<file path="src/rtl/deser_pkg.sv">
// Shared types and length defaults for the packet deserializer.
package deser_pkg;

    typedef enum logic [1:0] {
        SEL_COND  = 2'b00,
        SEL_TRIV  = 2'b01,
        SEL_DRBG  = 2'b10,
        SEL_SPARE = 2'b11
    } sel_e;

    localparam int unsigned LEN_COND_DEF = 384;
    localparam int unsigned LEN_TRIV_DEF = 160;

    function automatic int unsigned len_of(input sel_e sel,
                                           input int unsigned len0,
                                           input int unsigned len1,
                                           input int unsigned len2,
                                           input int unsigned len3);
        int unsigned len;
        case (sel)
            SEL_COND: len = len0;
            SEL_TRIV: len = len1;
            SEL_DRBG: len = len2;
            default:  len = len3;
        endcase
        return len;
    endfunction

endpackage

</file>
<file path="src/rtl/sync_fifo.sv">
// Small synchronous FIFO with registered storage, full/empty flags and flush.
module sync_fifo #(
    parameter int unsigned WIDTH = 8,
    parameter int unsigned DEPTH = 2
) (
    input  logic             clk,
    input  logic             rst_n,
    input  logic             flush,
    input  logic             push,
    input  logic [WIDTH-1:0] push_data,
    input  logic             pop,
    output logic [WIDTH-1:0] head,
    output logic             full,
    output logic             empty
);

    localparam int unsigned PW = (DEPTH > 1) ? $clog2(DEPTH) : 1;
    localparam int unsigned CW = $clog2(DEPTH + 1);

    if (DEPTH < 1 || (DEPTH & (DEPTH - 1)) != 0) begin : g_depth_check
        $error("sync_fifo: DEPTH must be a power of 2 and at least 1");
    end

    logic [WIDTH-1:0] mem [DEPTH];
    logic [PW-1:0]    wr_ptr;
    logic [PW-1:0]    rd_ptr;
    logic [CW-1:0]    count;
    logic             do_pop;
    logic             do_push;

    function automatic logic [PW-1:0] next_ptr(input logic [PW-1:0] p);
        return (p == PW'(DEPTH - 1)) ? '0 : p + PW'(1);
    endfunction

    assign empty   = (count == '0);
    assign full    = (count == CW'(DEPTH));
    assign head    = mem[rd_ptr];
    assign do_pop  = pop && !empty;
    // A push into a full FIFO succeeds only when a pop frees the slot this cycle.
    assign do_push = push && (!full || do_pop);

    always_ff @(posedge clk) begin
        if (!rst_n) begin
            for (int unsigned i = 0; i < DEPTH; i++) begin
                mem[i] <= '0;
            end
            wr_ptr <= '0;
            rd_ptr <= '0;
            count  <= '0;
        end else if (flush) begin
            wr_ptr <= '0;
            rd_ptr <= '0;
            count  <= '0;
        end else begin
            if (do_push) begin
                mem[wr_ptr] <= push_data;
                wr_ptr      <= next_ptr(wr_ptr);
            end
            if (do_pop) begin
                rd_ptr <= next_ptr(rd_ptr);
            end
            count <= count + CW'(do_push) - CW'(do_pop);
        end
    end

endmodule

</file>
<file path="src/rtl/deser_pkt.sv">
// Serial-to-parallel packet deserializer with per-packet length select,
// selectable bit order and an output FIFO with overflow accounting.
module deser_pkt
    import deser_pkg::*;
#(
    parameter int unsigned MAX_W     = LEN_COND_DEF,
    parameter int unsigned LEN0      = LEN_COND_DEF,
    parameter int unsigned LEN1      = LEN_TRIV_DEF,
    parameter int unsigned LEN2      = LEN_COND_DEF,
    parameter int unsigned LEN3      = 256,
    parameter bit          MSB_FIRST = 1'b1,
    parameter int unsigned DEPTH     = 2,
    localparam int unsigned CNT_W    = $clog2(MAX_W + 1)
) (
    input  logic             clk,
    input  logic             rst_n,
    input  logic             serial_in,
    input  logic             bit_valid,
    input  logic [1:0]       sel,
    input  logic             flush,
    input  logic             clr_ovf,
    output logic [MAX_W-1:0] out_data,
    output logic [CNT_W-1:0] out_len,
    output logic             out_valid,
    input  logic             out_ready,
    output logic             busy,
    output logic             ovf_sticky,
    output logic [7:0]       drop_cnt
);

    if (LEN0 < 1 || LEN0 > MAX_W || LEN1 < 1 || LEN1 > MAX_W ||
        LEN2 < 1 || LEN2 > MAX_W || LEN3 < 1 || LEN3 > MAX_W) begin : g_len_check
        $error("deser_pkt: every LENx must be in 1..MAX_W");
    end

    logic [CNT_W-1:0]       bit_cnt;
    logic [CNT_W-1:0]       len_q;
    logic [CNT_W-1:0]       cur_len;
    logic [MAX_W-1:0]       asm_q;
    logic [MAX_W-1:0]       base;
    logic [MAX_W-1:0]       word;
    logic                   complete;
    logic                   pop_ok;
    logic                   push;
    logic                   drop;
    logic                   full;
    logic                   empty;
    logic [MAX_W+CNT_W-1:0] head;

    // The first bit of a packet uses the live sel and a cleared register.
    always_comb begin
        cur_len = (bit_cnt == '0) ? CNT_W'(len_of(sel_e'(sel), LEN0, LEN1, LEN2, LEN3)) : len_q;
        base    = (bit_cnt == '0) ? '0 : asm_q;
        word    = base;
        if (MSB_FIRST) begin
            word    = base << 1;
            word[0] = serial_in;
        end else begin
            word[bit_cnt] = serial_in;
        end
    end

    assign complete = bit_valid && !flush && (bit_cnt == cur_len - CNT_W'(1));
    assign pop_ok   = out_valid && out_ready;
    assign push     = complete && (!full || pop_ok);
    assign drop     = complete && full && !pop_ok;

    always_ff @(posedge clk) begin
        if (!rst_n) begin
            bit_cnt    <= '0;
            len_q      <= '0;
            asm_q      <= '0;
            ovf_sticky <= 1'b0;
            drop_cnt   <= '0;
        end else begin
            if (flush) begin
                bit_cnt <= '0;
                asm_q   <= '0;
            end else if (bit_valid) begin
                if (bit_cnt == '0) begin
                    len_q <= cur_len;
                end
                asm_q   <= word;
                bit_cnt <= complete ? '0 : bit_cnt + CNT_W'(1);
            end

            if (drop) begin
                ovf_sticky <= 1'b1;
                drop_cnt   <= clr_ovf ? 8'd1 :
                              (drop_cnt == 8'hFF) ? 8'hFF : drop_cnt + 8'd1;
            end else if (clr_ovf) begin
                ovf_sticky <= 1'b0;
                drop_cnt   <= '0;
            end
        end
    end

    sync_fifo #(
        .WIDTH (MAX_W + CNT_W),
        .DEPTH (DEPTH)
    ) u_fifo (
        .clk       (clk),
        .rst_n     (rst_n),
        .flush     (flush),
        .push      (push),
        .push_data ({cur_len, word}),
        .pop       (out_ready && !flush),
        .head      (head),
        .full      (full),
        .empty     (empty)
    );

    assign out_valid = !empty;
    assign out_data  = head[MAX_W-1:0];
    assign out_len   = head[MAX_W +: CNT_W];
    assign busy      = (bit_cnt != '0);

endmodule

</file>
<file path="config.mk">
export PLATFORM = sky130hd
export DESIGN_NAME = deser_pkt
export DESIGN_NICKNAME = d
export VERILOG_FILES = /design/src/rtl/deser_pkg.sv /design/src/rtl/sync_fifo.sv /design/src/rtl/deser_pkt.sv
export SDC_FILE = /design/constraint.sdc
export NUM_CORES = 2
export LEC_CHECK = 0
export ABC_AREA = 1
export BUFFER_PORTS_ARGS = -buffer_cell sky130_fd_sc_hd__buf_2
export CORE_UTILIZATION = 23
export DETAILED_ROUTE_END_ITERATION = 6
export PLACE_DENSITY_LB_ADDON = 0.12
export SYNTH_ARGS = -nofsm -noshare
export SYNTH_HDL_FRONTEND = slang
export SYNTH_SLANG_ARGS = --single-unit
</file>
<file path="constraint.sdc">
create_clock -name clk -period 18.9 [get_ports clk]
set_input_delay 2.835 -clock clk [delete_from_list [all_inputs] [get_ports clk]]
set_output_delay 2.835 -clock clk [all_outputs]
set_load 0.03 [all_outputs]
</file>
==> results.txt <==
In this run the core area contains 165 standard-cell rows. For this run, design rule violations remaining after detail routing come to 0. The count of yosys warnings during synthesis is 0, and the y dimension of the die is 455 um. The highest cell delay on the worst timing path is 0.89 ns.

The run finished with clean final reports. The slew at the pin with the worst max-slew slack was 1.18 ns. Across all hold checks on the routed design, the worst slack comes to 0.444 ns. For this block, the via count after detailed routing is 30600.

On the critical path the largest part of the delay comes from buffers and inverters. The run gives 76.7 mm as the detailed placement HPWL. First-pass GRT wire length: 206 mm. In this run the power spent charging and discharging nets is 1.43 mW.

Leaving out fill and tap cells, the most frequent cells in the layout are nor2_1 (828), edfxtp_1 (786), nand2_1 (468). Synthesis produced a netlist whose cell count is 4116. The launch instance of the worst register-to-register path is bit_cnt[0]$_SDFFE_PP0P_. Relative to the synthesized area, the layout overhead comes to 19.7%. The global router's overall resource usage is 13.1%, and the path depth of the worst reg2reg path is 21. The per-cell routed wire length is 19.0 um, and the share of the synthesized area in the top cell type is 50.0%. The final max-slew violation count was 0.

Setup repair after global routing left no endpoint under its margin. The maximum vdd drop was 0.0798 mV. Top flip-flop cell by instance count after synthesis: edfxtp_1. After clock tree synthesis, the clock-pin slew on the worst setup and hold paths is 0.06 ns.

Counting flops and latches in the post-synthesis netlist gives 1201. TritonCTS sink count: 1201. The total length of routed wires is 138 mm, and the static leakage is 19.1 nW. In this run the tool buffered the top-level ports with 412 buffer cells. The largest total area in the synthesized netlist belongs to edfxtp_1.

The run gives 0.207 mm^2 as the die area. In this run, the clock network consumes 46.6% of the power. The core outline area was 0.203 mm^2. Ranked by total cell area, the synthesized netlist is headed by edfxtp_1 (50%), dfxtp_1 (18%), mux2_2 (9.4%). Dividing the final minimum period by the clock period gives 39.7%. The post-route netlist has 23.9% of its cells at a drive strength greater than 1. The run gives 3 as the initial antenna violation count. After detailed routing, the number of vias per cell comes to 4.23. Excluding fillers, the count of instances in the completed layout stands at 7224.

After synthesis, the share of flip-flops with an asynchronous set or reset is 0%. Across the run, the number of max-cap violations was 0. The final-stage net count was 4437. Antenna violation net count after detailed routing: 0. The count of cell instances traversed by the critical path came out at 16. The library cell used most frequently in the layout, excluding fill and tap cells, is nor2_1. In this run the worst path has a maximum fanout of 118.

The arrival time of the worst setup path is 7.91 ns, and the number of levels in the clock H-tree is 4. The critical path endpoint was u_fifo.mem[1][81]$_SDFFCE_PN0P_. The internal portion of the total power is 4.57 mW.

In this run the register-to-register setup slack is 11.56 ns. Pin placement for this block handled 413 I/O pins. The number of instances on the worst hold path is 2.

Power spread over the standard cell area amounts to 106 mW/mm^2. The number of gates given a new drive strength after cts is 0. The number of nets handed over by synthesis was 4131.

The count of flip-flops with a built-in enable after synthesis works out to 786. In this run the cell area of the synthesized design comes to 0.0472 mm^2. Based on the critical path, the design can be clocked at up to 133 MHz. The critical path starts at bit_valid. The run gives 32 as the number of distinct standard cells referenced by the synthesized netlist. For this run, the register share of the synthesized area comes to 67.6%. In this run, the number of DRC markers left after iteration 0 of detailed routing was 1592. In this run, CTS created clock tree buffers numbering 151.

The relative slew slack is 21.1%, and the number of global-route vias before repair is 31500. Starting density of the core: 23.3%. The largest individual stage delay along the critical path comes from the cell buf_4. The run gives 187 as the maximum number of pins on one net before global-route repair. The run gives 0 as the final hold violation count.

The total setup violations reported at the end of the flow came out at 0. Traced cell by cell, the critical path runs through buf_8 -> nand2_1 -> nor2_1 -> nand3_1 -> nor2_1 -> nand2_1 -> nor2_1 -> nand2_1 -> nor2_4 -> nand2_4 -> nor2_8 -> nand2_1 -> nand2_4 -> buf_4 -> buf_4 -> buf_4. Once placement completed, the tool counted placed cells totaling 6941. The critical path contains buffers and inverters numbering 4 combined. In this run, the combinational gates consume 4.8% of the power. Counting I/O delays and the setup requirement, the final critical path takes 7.50 ns. The first detailed-routing pass took 5 iterations.

Summed over all layers, the global routing overflow is 0. In this run, post-CTS hold repair placed 0 buffers. The root buffer cell chosen for the clock tree is clkbuf_16.

The tools report the worst clock skew as 0.0278 ns. At the worst endpoint, the required time is 19.31 ns. For the final weighted congestion of routability-driven global placement, the log shows 0.741.

The setup TNS came out at 0 ns. The power share of the sequential group was 48.5%. The die extent in x works out to 455 um. The post-CTS setup buffer count is 0, and the switching share of power is 23.8%.

The worst hold path belongs to the class flop to flop. The maximum buffer depth of the clock tree was 3. Cell with the most instances on the worst path: nand2_1.

The average footprint of a synthesized cell works out to 11.5 um^2. The type of origin of the critical path is an input port. At the later pin of the worst-skew pair, clock insertion delay measures 0.80 ns.

The worst setup path is captured at a flop. The tools report the reg-to-reg critical path endpoint as u_fifo.mem[1][81]$_SDFFCE_PN0P_. TritonCTS built the clock tree. The worst setup path is of the input port to flop kind.
metrics by stage:
step                      setup slack [ns]  total power, mW  util, %  cell area [um^2]
after CTS                            11.22             6.13     27.8             56500
after floorplan                       5.59             3.19        -             47200
after global routing                 10.74             6.25     27.8             56500
after global placement               10.39             3.27     25.5             51800
final                                11.40             6.01     27.8             56500
after detailed placement             10.37             3.27     25.5             51800
cell families after synthesis:
group                      share of synthesized area, %
and+or+nand+nor                                    11.1
DFF                                                67.6
AOI/OAI and AO/OA                                  8.47
muxes                                              9.37
buffers and inverters                              3.20
xor gates and xnor gates                          0.111
adders and majority gates                         0.159
flip-flops by register name (all words and copies together) (netlist names), named ones only:
name and cells:
len_q 9, u_fifo.count 2, u_fifo.rd_ptr 1, drop_cnt 8, bit_cnt 9, asm_q 383, u_fifo.mem 786, u_fifo.wr_ptr 1
ovf_sticky 1
power by group through the flow:
stage               combinational [mW]  clock [mW]  sequential (mW)
floorplan                        0.194           0             2.99
global placement                 0.302           0             2.97
detailed placement               0.302           0             2.97
CTS                              0.303        2.92             2.91
global route                     0.321        3.01             2.92
finish                           0.291        2.80             2.91
layout make-up:
class	instances	area [um^2]
Inverter	51	191
Clock inverter	59	498
Antenna cell	2	5.00
Multi-Input combinational cell	2560	13900
Fill cell	21200	147000
Sequential cell	1201	31900
Timing Repair Buffer	457	2450
Clock buffer	222	4280
Tap cell	2672	3340
Yosys cell counts, types with 2 or more instances:
library cell,instances
o21ai_0,396
nand2_4,2
nand4_1,5
a31oi_1,3
buf_6,11
inv_1,41
xor2_1,5
nor3_1,5
nor2_4,4
buf_2,71
nand2_1,470
mux2_2,393
buf_4,2
o21ai_1,2
a21oi_1,393
buf_1,19
edfxtp_1,786
nand3_2,2
inv_2,10
dfxtp_1,415
nand3b_1,2
o21ai_2,2
nor3b_1,4
ha_1,6
clkbuf_1,201
nor2_1,829
nand3_1,30
nand2_2,3
routing by layer:
metal  up-vias  part of all wire [%]  global-route usage (%)
met1     14900                    44                    16.3
met4         0                   2.7                    4.34
li1      14900                     -                       -
met2       486                    48                    21.8
met3       198                   5.3                    3.59
met5         -                     0                       0
worst register-to-register path, cell delays in order (launching register included):
cell and delay, ns:
dfxtp_1 0.40, inv_1 0.08, ha_1 0.22, nand2_1 0.12
nor2_4 0.07, nand2_8 0.49, buf_4 0.86, nand2_1 0.35
nand2_1 0.15, nand3_1 0.09, nand2_1 0.08, nand2_1 0.05
nor2_1 0.14, nand2_1 0.11, nor2_4 0.21, nand2_4 0.11
nor2_8 0.16, nand2_1 0.13, nand2_4 0.57, buf_4 0.85
buf_4 0.90, buf_4 0.75
worst min-delay path by stage:
stage	startpoint	to	slack [ns]
2_1_floorplan	len_q[6]$_SDFFE_PN0P_	len_q[6]$_SDFFE_PN0P_	0.43
3_3_place_gp	len_q[6]$_SDFFE_PN0P_	len_q[6]$_SDFFE_PN0P_	0.44
3_5_place_dp	len_q[6]$_SDFFE_PN0P_	len_q[6]$_SDFFE_PN0P_	0.44
4_1_cts	len_q[6]$_SDFFE_PN0P_	len_q[6]$_SDFFE_PN0P_	0.45
5_1_grt	ovf_sticky$_SDFFE_PN0P_	ovf_sticky$_SDFFE_PN0P_	0.48
6_report	len_q[6]$_SDFFE_PN0P_	len_q[6]$_SDFFE_PN0P_	0.44
Power figures use the tool's default switching activity.
